**src/rtl/riscv_pkg.sv**
```systemverilog
// Shared definitions for the multicycle RISC-V core and its fetch front end.
//   EOF_INSTR     : sentinel word that ends the program image
//   opcode_e      : base opcodes decoded by the core
//   fetch_state_e : fetch unit FSM encoding
package riscv_pkg;

  localparam logic [31:0] EOF_INSTR = 32'hFFFF_FFFF;

  typedef enum logic [6:0] {
    OPC_R      = 7'b0110011,
    OPC_LOAD   = 7'b0000011,
    OPC_IMM    = 7'b0010011,
    OPC_STORE  = 7'b0100011,
    OPC_BRANCH = 7'b1100011,
    OPC_LUI    = 7'b0110111,
    OPC_JAL    = 7'b1101111,
    OPC_AUIPC  = 7'b0010111
  } opcode_e;

  typedef enum logic [1:0] {
    FETCH_IDLE = 2'd0,
    FETCH_RUN  = 2'd1,
    FETCH_HALT = 2'd2
  } fetch_state_e;

endpackage

```
**src/rtl/riscv_fetch_unit_if.sv**
```systemverilog
// Fetch unit bus bundle: instruction RAM port, decode handshake, redirect
// input and status outputs.
//   master : the fetch unit
//   slave  : RAM / consumer / control side
interface riscv_fetch_unit_if;
  logic [31:0] imem_index;
  logic        imem_rd;
  logic [31:0] imem_rdata;
  logic [31:0] instr;
  logic [31:0] instr_pc;
  logic        instr_valid;
  logic        instr_ready;
  logic        redirect_valid;
  logic [31:0] redirect_pc;
  logic        halted;
  logic        fetch_oob;
  logic [31:0] fetch_count;

  modport master (
    output imem_index, imem_rd, instr, instr_pc, instr_valid, halted,
           fetch_oob, fetch_count,
    input  imem_rdata, instr_ready, redirect_valid, redirect_pc
  );

  modport slave (
    input  imem_index, imem_rd, instr, instr_pc, instr_valid, halted,
           fetch_oob, fetch_count,
    output imem_rdata, instr_ready, redirect_valid, redirect_pc
  );
endinterface

```
**src/rtl/riscv_fetch_unit_fetch_fifo.sv**
```systemverilog
// fetch_fifo: DEPTH x WIDTH synchronous FIFO holding {instr, pc} pairs.
//   clk, rst_n : clock, asynchronous active-low reset
//   push_i     : write data_i at tail (ignored when flush_i)
//   pop_i      : drop head (ignored when empty)
//   flush_i    : empty the FIFO, priority over push
//   head_o     : head entry
//   count_o    : occupancy
module fetch_fifo #(
  parameter int DEPTH = 2,
  parameter int WIDTH = 64
) (
  input  logic                       clk,
  input  logic                       rst_n,
  input  logic                       push_i,
  input  logic                       pop_i,
  input  logic                       flush_i,
  input  logic [WIDTH-1:0]           data_i,
  output logic [WIDTH-1:0]           head_o,
  output logic [$clog2(DEPTH):0]     count_o
);
  localparam int PTR_W = $clog2(DEPTH);
  localparam int CNT_W = PTR_W + 1;

  logic [WIDTH-1:0] mem_q [DEPTH];
  logic [PTR_W-1:0] wr_q, rd_q;
  logic [CNT_W-1:0] cnt_q;
  logic             do_pop;

  assign do_pop  = pop_i && (cnt_q != '0);
  assign head_o  = mem_q[rd_q];
  assign count_o = cnt_q;

  // Storage is reset too so the head reads as zero out of reset.
  // DEPTH is a power of two, so the pointers wrap on their own.
  always_ff @(posedge clk or negedge rst_n) begin
    if (!rst_n) begin
      wr_q  <= '0;
      rd_q  <= '0;
      cnt_q <= '0;
      for (int i = 0; i < DEPTH; i++) mem_q[i] <= '0;
    end else if (flush_i) begin
      wr_q  <= '0;
      rd_q  <= '0;
      cnt_q <= '0;
    end else begin
      if (push_i) begin
        mem_q[wr_q] <= data_i;
        wr_q        <= wr_q + PTR_W'(1);
      end
      if (do_pop) rd_q <= rd_q + PTR_W'(1);
      cnt_q <= cnt_q + CNT_W'(push_i) - CNT_W'(do_pop);
    end
  end
endmodule

```
**src/rtl/riscv_fetch_unit.sv**
```systemverilog
// riscv_fetch_unit: instruction fetch front end of the multicycle core.
// Drives a 1-cycle-latency instruction RAM, buffers prefetched words and
// hands them to decode over valid/ready. Stops at the EOF word or when the
// fetch PC leaves the RAM; a redirect flushes and restarts fetching.
//   CLOCK_50 : clock
//   rstn     : asynchronous active-low reset
//   fif      : imem port, instr handshake, redirect, halted/fetch_oob/fetch_count
module riscv_fetch_unit
  import riscv_pkg::*;
#(
  parameter int          IMEM_DEPTH = 35,
  parameter int          BUF_DEPTH  = 2,
  parameter logic [31:0] RESET_PC   = 32'h0000_0000
) (
  input  logic                CLOCK_50,
  input  logic                rstn,
  riscv_fetch_unit_if.master  fif
);
  localparam int OCC_W = $clog2(BUF_DEPTH) + 1;

  fetch_state_e state_q, state_d;
  logic [31:0]  pc_q, pc_d;
  logic [31:0]  issued_pc_q;
  logic [31:0]  fetch_count_q;
  logic         inflight_q, inflight_d;
  logic         oob_q, oob_d;

  logic [OCC_W-1:0] occ;
  logic [63:0]      head;
  logic             head_valid;
  logic             redir, out_of_range, issue, push, eof_push, pop;

  assign redir        = fif.redirect_valid && (state_q != FETCH_IDLE);
  assign out_of_range = (pc_q >> 2) >= 32'(IMEM_DEPTH);
  // Credit counts the word in flight; a same-cycle pop frees nothing.
  assign issue        = (state_q == FETCH_RUN) && !out_of_range &&
                        ((32'(occ) + 32'(inflight_q)) < 32'(BUF_DEPTH));
  assign push         = inflight_q && !redir;
  assign eof_push     = push && (fif.imem_rdata == EOF_INSTR);
  assign head_valid   = (occ != '0);
  assign pop          = head_valid && fif.instr_ready;

  fetch_fifo #(.DEPTH(BUF_DEPTH), .WIDTH(64)) u_fifo (
    .clk     (CLOCK_50),
    .rst_n   (rstn),
    .push_i  (push),
    .pop_i   (pop),
    .flush_i (redir),
    .data_i  ({fif.imem_rdata, issued_pc_q}),
    .head_o  (head),
    .count_o (occ)
  );

  always_comb begin
    state_d    = state_q;
    pc_d       = pc_q;
    oob_d      = oob_q;
    // A read issued alongside an EOF response or a redirect is dropped by
    // simply not expecting its response.
    inflight_d = issue && !eof_push && !redir;
    if (issue) pc_d = pc_q + 32'd4;
    case (state_q)
      FETCH_IDLE: state_d = FETCH_RUN;
      FETCH_RUN: begin
        if (eof_push) begin
          state_d = FETCH_HALT;
        end else if (out_of_range) begin
          state_d = FETCH_HALT;
          oob_d   = 1'b1;
        end
      end
      FETCH_HALT: state_d = FETCH_HALT;
      default:    state_d = FETCH_IDLE;
    endcase
    if (redir) begin
      state_d = FETCH_RUN;
      pc_d    = {fif.redirect_pc[31:2], 2'b00};
      oob_d   = 1'b0;
    end
  end

  always_ff @(posedge CLOCK_50 or negedge rstn) begin
    if (!rstn) begin
      state_q       <= FETCH_IDLE;
      pc_q          <= RESET_PC;
      issued_pc_q   <= '0;
      inflight_q    <= 1'b0;
      oob_q         <= 1'b0;
      fetch_count_q <= '0;
    end else begin
      state_q    <= state_d;
      pc_q       <= pc_d;
      inflight_q <= inflight_d;
      oob_q      <= oob_d;
      if (issue) issued_pc_q <= pc_q;
      if (push)  fetch_count_q <= fetch_count_q + 32'd1;
    end
  end

  assign fif.imem_index  = {2'b00, pc_q[31:2]};
  assign fif.imem_rd     = issue;
  assign fif.instr       = head[63:32];
  assign fif.instr_pc    = head[31:0];
  assign fif.instr_valid = head_valid;
  assign fif.halted      = (state_q == FETCH_HALT);
  assign fif.fetch_oob   = oob_q;
  assign fif.fetch_count = fetch_count_q;
endmodule

```
**src/flat_wrapper.sv**
```systemverilog
// flat-port wrapper written by rule: the top's interface ports become plain ports
module riscv_fetch_unit_flat import riscv_pkg::*;
#(
  parameter int          IMEM_DEPTH = 35,
  parameter int          BUF_DEPTH  = 2,
  parameter logic [31:0] RESET_PC   = 32'h0000_0000
)
  (CLOCK_50, rstn, fif_imem_index, fif_imem_rd, fif_instr, fif_instr_pc, fif_instr_valid, fif_halted, fif_fetch_oob, fif_fetch_count, fif_imem_rdata, fif_instr_ready, fif_redirect_valid, fif_redirect_pc);
  riscv_fetch_unit_if fif_i ();
  input  logic CLOCK_50;
  input  logic rstn;
  output wire logic [$bits(fif_i.imem_index)-1:0] fif_imem_index;
  output wire logic [$bits(fif_i.imem_rd)-1:0] fif_imem_rd;
  output wire logic [$bits(fif_i.instr)-1:0] fif_instr;
  output wire logic [$bits(fif_i.instr_pc)-1:0] fif_instr_pc;
  output wire logic [$bits(fif_i.instr_valid)-1:0] fif_instr_valid;
  output wire logic [$bits(fif_i.halted)-1:0] fif_halted;
  output wire logic [$bits(fif_i.fetch_oob)-1:0] fif_fetch_oob;
  output wire logic [$bits(fif_i.fetch_count)-1:0] fif_fetch_count;
  input wire logic [$bits(fif_i.imem_rdata)-1:0] fif_imem_rdata;
  input wire logic [$bits(fif_i.instr_ready)-1:0] fif_instr_ready;
  input wire logic [$bits(fif_i.redirect_valid)-1:0] fif_redirect_valid;
  input wire logic [$bits(fif_i.redirect_pc)-1:0] fif_redirect_pc;
  assign fif_imem_index = fif_i.imem_index;
  assign fif_imem_rd = fif_i.imem_rd;
  assign fif_instr = fif_i.instr;
  assign fif_instr_pc = fif_i.instr_pc;
  assign fif_instr_valid = fif_i.instr_valid;
  assign fif_halted = fif_i.halted;
  assign fif_fetch_oob = fif_i.fetch_oob;
  assign fif_fetch_count = fif_i.fetch_count;
  assign fif_i.imem_rdata = fif_imem_rdata;
  assign fif_i.instr_ready = fif_instr_ready;
  assign fif_i.redirect_valid = fif_redirect_valid;
  assign fif_i.redirect_pc = fif_redirect_pc;
  riscv_fetch_unit #(.IMEM_DEPTH(IMEM_DEPTH), .BUF_DEPTH(BUF_DEPTH), .RESET_PC(RESET_PC)) u_core (.CLOCK_50(CLOCK_50), .rstn(rstn), .fif(fif_i));
endmodule
```
**config.mk**
```make
export PLATFORM = sky130hd
export DESIGN_NAME = riscv_fetch_unit_flat
export DESIGN_NICKNAME = d
export VERILOG_FILES = /design/src/rtl/riscv_pkg.sv /design/src/rtl/riscv_fetch_unit_if.sv /design/src/rtl/riscv_fetch_unit_fetch_fifo.sv /design/src/rtl/riscv_fetch_unit.sv /design/src/flat_wrapper.sv
export SDC_FILE = /design/constraint.sdc
export NUM_CORES = 1
export LEC_CHECK = 0
export ABC_AREA = 1
export BUFFER_PORTS_ARGS = -buffer_cell sky130_fd_sc_hd__buf_2
export CAP_MARGIN = 15
export CORE_MARGIN = 2
export CORE_UTILIZATION = 55
export DETAILED_ROUTE_END_ITERATION = 8
export GPL_TIMING_DRIVEN = 0
export PLACE_DENSITY = 0.85
export SETUP_SLACK_MARGIN = 0.02
export SLEW_MARGIN = 30
export SYNTH_ARGS = -nofsm -noshare
export SYNTH_HDL_FRONTEND = slang
export SYNTH_SLANG_ARGS = --single-unit
```
**constraint.sdc**
```tcl
create_clock -name CLOCK_50 -period 2.65 [get_ports CLOCK_50]
set_clock_uncertainty 0.05 [all_clocks]
set_input_delay 0.53 -clock CLOCK_50 [delete_from_list [all_inputs] [get_ports CLOCK_50]]
set_output_delay 0.53 -clock CLOCK_50 [all_outputs]
set_load 0.02 [all_outputs]
```
Word-level counts from Yosys, hierarchy flattened
Index checks and enable logic that the tools add are counted.

storage, ports and cells
  bits in registers = 232
  bits in latches = 0
  bits in writable memories = 0
  memory bits (read-only) = 0
  input bits = 68
  output and inout bits = 132
  logic and storage cells = 75
  memories = 0

cells by class
  add/subtract/negate cells = 7
  $mul = 0
  div/mod/pow operators = 0
  magnitude comparators = 5
  eq/ne operators = 5
  shift operators = 0
  mux-type cells = 21
  bitwise operators = 3
  reductions and logical operators = 23

operator list
  cell                   number
  $mux 64                4
  $bwmux 128             1
  $demux 64 s1           1
  $mux 32                2
  $add 32x1->32 const B  1
  $add 32x3->32 const B  1
  $eq 32x32->1 const B   1
  $lt 32x2->1 const B    1
  $ge 30x6->1 const B    1
  $reduce_bool 2->1      7
  $logic_and 1x1->1      10
  $mux 1                 8
  $mux 2                 4
  $pmux 2 s3             1
  $ge 2x2->1 const B     2
  $ne 4x1->1 const B     1
  $not 1->2              2
  $add 2x1->3            1
  $logic_not 1->1        3
  $reduce_and 3->1       1
  $add 1x1->1 const B    2
  $add 2x1->2            1
  $eq 2x1->1 const B     1
  $eq 2x2->1 const B     1
  6 further kinds        6

Longest topological paths before layout
  depth in word-level cells = 8
  depth in mapped cells = 13
  depth with buffers taken out = 12

Hierarchy
From an unflattened synthesis, not the netlist that was laid out.

unflattened totals
  cell total of the unflattened synthesis = 1329
  area, all modules = 11100.6 µm²

by module, submodules not included
  module            instances  cells an instance  area an instance (µm²)  sequential area each (µm²)
  fetch_fifo        1          713                6291.0                  3303.2
  riscv_fetch_unit  1          616                4809.6                  2402.3

Worst setup path after synthesis
OpenSTA, ideal clock, no wires.

  path type = reg-to-output
  from = reg u_core.pc_q[2]
  to = out fif_imem_rd
  data arrival time = 1557 ps
  required time = 2070 ps
  setup slack = 513 ps
  cell stages (with the launch flop) = 10
  path buffers = 1
  path through = dfrtp_1 > ha_1 > nor2_1 > nand2_1 > nand2_1 > nand2_1 > nor2_2 > nand2_2 > inv_2 > buf_4

between the ends
  longest elaborated chain between the ends = 4

ends and longest elaborated chain
  item                            RTL line                RTL
  from (decl)                     riscv_fetch_unit.sv:22  logic [31:0] pc_q, pc_d;
  from (signal assigned)          riscv_fetch_unit.sv:92  pc_q <= pc_d;
  $ge 30x6->1                     riscv_fetch_unit.sv:34  assign out_of_range = (pc_q >> 2) >= 32'(IMEM_DEPTH);
  $logic_not 1->1                 riscv_fetch_unit.sv:36  assign issue = (state_q == FETCH_RUN) && !out_of_range &&
  $logic_and 1x1->1 (2 in a row)  riscv_fetch_unit.sv:36
  to (decl)                       flat_wrapper.sv:13      output wire logic [$bits(fif_i.imem_rd)-1:0] fif_imem_rd;

No other way between the ends.

Worst setup path in the final report
Ends and elaborated chain as after synthesis.

==> out/results.tsv <==
metric	value	unit
outcome	finished clean	
Root Driver	clkbuf_16	
area of the die	19800	sq um
DP Area	11600	sq um
clock-pin slew of the registers on the worst-case setup and hold paths	0.06	ns
antenna violations before repair	0	
Final ANT Viol Nets	0	
vias in the first global route	8674	
final WL	25900	um
wire per inst	14.9	um
Critical Path, Cell by Cell	ha_2, nor2_1, nand2_1, nand2_1, nand2_1, nor2_4, nand2_4, inv_8, buf_4	
CTS max path bufs	3	
H-tree depth	1	
worst-path fanout max	6	
first-pass GRT wire length	42000	um
initial core utilization	56.5	%
CTS sink cnt	224	
Worst Setup SP	u_core.pc_q[2]	
largest net degree at the start of global routing	79	
RSZ-0062 raised after global routing	no	
commonest non-fill, non-tap cell in the layout	nand2_1	
pre-CTS WS	0.126	ns
fin area	12500	sq um
fin crit share	95.9	%
Residual DRC	0	
placer congestion estimate	0.847	
clock latency on the worst-skew pair	0.52	ns
Hold Worst Slack	0.168	ns
Lkg Pwr	6.78	nW
hold endpoint	u_core.pc_q[18]	
Post-DP HPWL	17600	um
Main synth FF type	dfrtp_1	
drt via density	5.16	
die span in y	141	um
grt ovf	0	
DR iter-0 viols	542	
crit path max-delay cell type	dfrtp_1	
Fin. Hold Viols	0	
total of max-cap violations	0	
Final Max Slew Viols	0	
Hold Crit Class	primary input to flip-flop	
Final Worst Setup Slack	0.109	ns
max_slew headroom	58.9	%
cell area after synthesis	10300	sq um
register-to-register setup slack	0.23	ns
fraction of registers with async set/reset	100	%
#FFs+latches synth	224	
GRT Total Usage	26.0	%
crit-path most repeated cell	nand2_1	
FF-to-FF path depth	12	
Slew @ Worst Pin	0.617	ns
PwrDens	708	nW/um^2
VDD IR max	0.634	mV
synthesized area per cell	8.14	sq um
Finished Core Util	68.9	%
Startpoint Class	flip-flop	
CTS Buf Count	25	
min Tclk post-route	2.54	ns
Port Buf Inserts	193	
count of different cell masters after synthesis	35	
EDFF count, synth	0	
layout cells sized above 1	19.6	%
Worst Min Path Start	fif_redirect_pc[18]	
CP max stage delay	0.42	ns
Synth warnings	0	
Row Count	49	
hold depth	3	
r2r endpoint	u_core.u_fifo.count_o[1]	
worst r2r src	u_core.state_q[0]	
commonest cells after routing, fill and taps aside	nand2_1, dfrtp_1, buf_2, inv_1, nor2_1	
Die Wd	141	um
via count	8970	
I/O pin count	200	
Area Growth Syn to Fin	21.9	%
# setup viols final	0	
sequential area share after synthesis	54.7	%
Fmax	393	MHz
antenna diode count	0	
CTS tree	built	
Layout Nets	1568	
crit path DAT	1.96	ns
Critical Path RT	2.07	ns
Pre-Repair DR Iteration Count	5	
Crit Path Class	flip-flop to primary output	
Placeable Area	18100	sq um
Mapped Cells	1260	
CP endpoint kind	primary output	
==> synth_stat cells, types with 7 or more instances <==
cell      number  area [sq um]
o21ai_1       67           335
buf_6         15           169
dfrtp_1      224          5610
inv_1        112           420
nand3_1       30           150
nor2_1        97           364
xor2_1        15           131
xnor2_1        7          61.3
clkbuf_1      28           105
nand2_1      512          1920
nand4_1        8          50.1
mux2i_1        9          90.1
ha_1           7          87.6
nor3_1         8          40.0
nand3b_1       9          67.6
o21ai_0       71           355
==> worst max-delay path by stage <==
| stage | end | slack, ns | cells after the start |
|---|---|---|---|
| 2_1_floorplan | fif_imem_rd | 0.51 | 9 |
| 3_3_place_gp | u_core.u_fifo.mem_q[88] | -2.72 | 1 |
| 3_5_place_dp | fif_imem_rd | 0.13 | 10 |
| 4_1_cts | fif_imem_rd | 0.02 | 9 |
| 5_1_grt | fif_imem_rd | 0.003 | 9 |
| 6_report | fif_imem_rd | 0.11 | 9 |
==> timing repair <==
item,4_1_cts,5_1_grt
endpoints found under the setup margin,61,2
resized for setup,13,3
endpoints found under the hold margin,71,0
hold buffers,1,0
cloned,0,0
buffers inserted,1,8
pin swaps,1,1
==> logic make-up (layout without fill, tap and decap cells) <==
family / after synthesis / in the layout / synth area share (%)
buffers and inverters: 171 / 418 / 7.66
multiplexers: 9 / 9 / 0.879
adder cells (fa/ha/maj): 7 / 7 / 0.854
other: 1 / 4 / 0.0366
AND/OR/NAND/NOR: 681 / 681 / 26.8
AO/OA/AOI/OAI: 145 / 145 / 7.24
XOR/XNOR: 22 / 22 / 1.88
flip-flops: 224 / 224 / 54.7
==> metrics by stage <==
stage	instances	power, mW	setup TNS, ns
2_1_floorplan	1263	4.76	0
3_3_place_gp	1685	5.33	-605.48
3_5_place_dp	1687	5.37	0
4_1_cts	1731	8.86	0
5_1_grt	1739	9.23	0
6_report	1739	8.85	0
==> critical path, delay by kind of cell, from the launching register on <==
kind / cells / cell delay [ns]
buffers and inverters: 2 / 0.22
adder cells (fa/ha/maj): 1 / 0.22
flip-flops: 1 / 0.42
AND/OR/NAND/NOR: 6 / 0.59
==> area by class of cell <==
cell class                      instances  area, sq um
Multi-Input combinational cell        868         3890
Tap cell                              229          287
Sequential cell                       224         5610
Clock buffer                           37          711
Inverter                              116          445
Fill cell                            1402         5650
Timing Repair Buffer                  205         1110
Buffer                                 53          345
Clock inverter                          7          110
==> layer usage <==
metal,vias to the layer above,wire (um),global-route usage (%)
met5,-,0,0
met4,0,536,7.11
met3,46,1920,4.75
met2,330,13000,45.1
met1,4242,10400,33.9
li1,4352,-,-
==> where the power goes <==
group / total [mW] / switching (mW) / internal (mW)
Combinational: 1.56 / 1.08 / 0.485
Sequential: 3.80 / 0.192 / 3.61
Clock: 3.48 / 1.34 / 2.13
==> registers in the layout, summed over array words and instances (netlist names) <==
register	cells
u_core.fif.fetch_count	32
u_core.fif.fetch_oob	1
u_core.inflight_q	1
u_core.issued_pc_q	30
u_core.pc_q	30
u_core.state_q	2
u_core.u_fifo.count_o	2
u_core.u_fifo.mem_q	124
u_core.u_fifo.rd_q	1
u_core.u_fifo.wr_q	1
(Power assumes the default switching activity.)
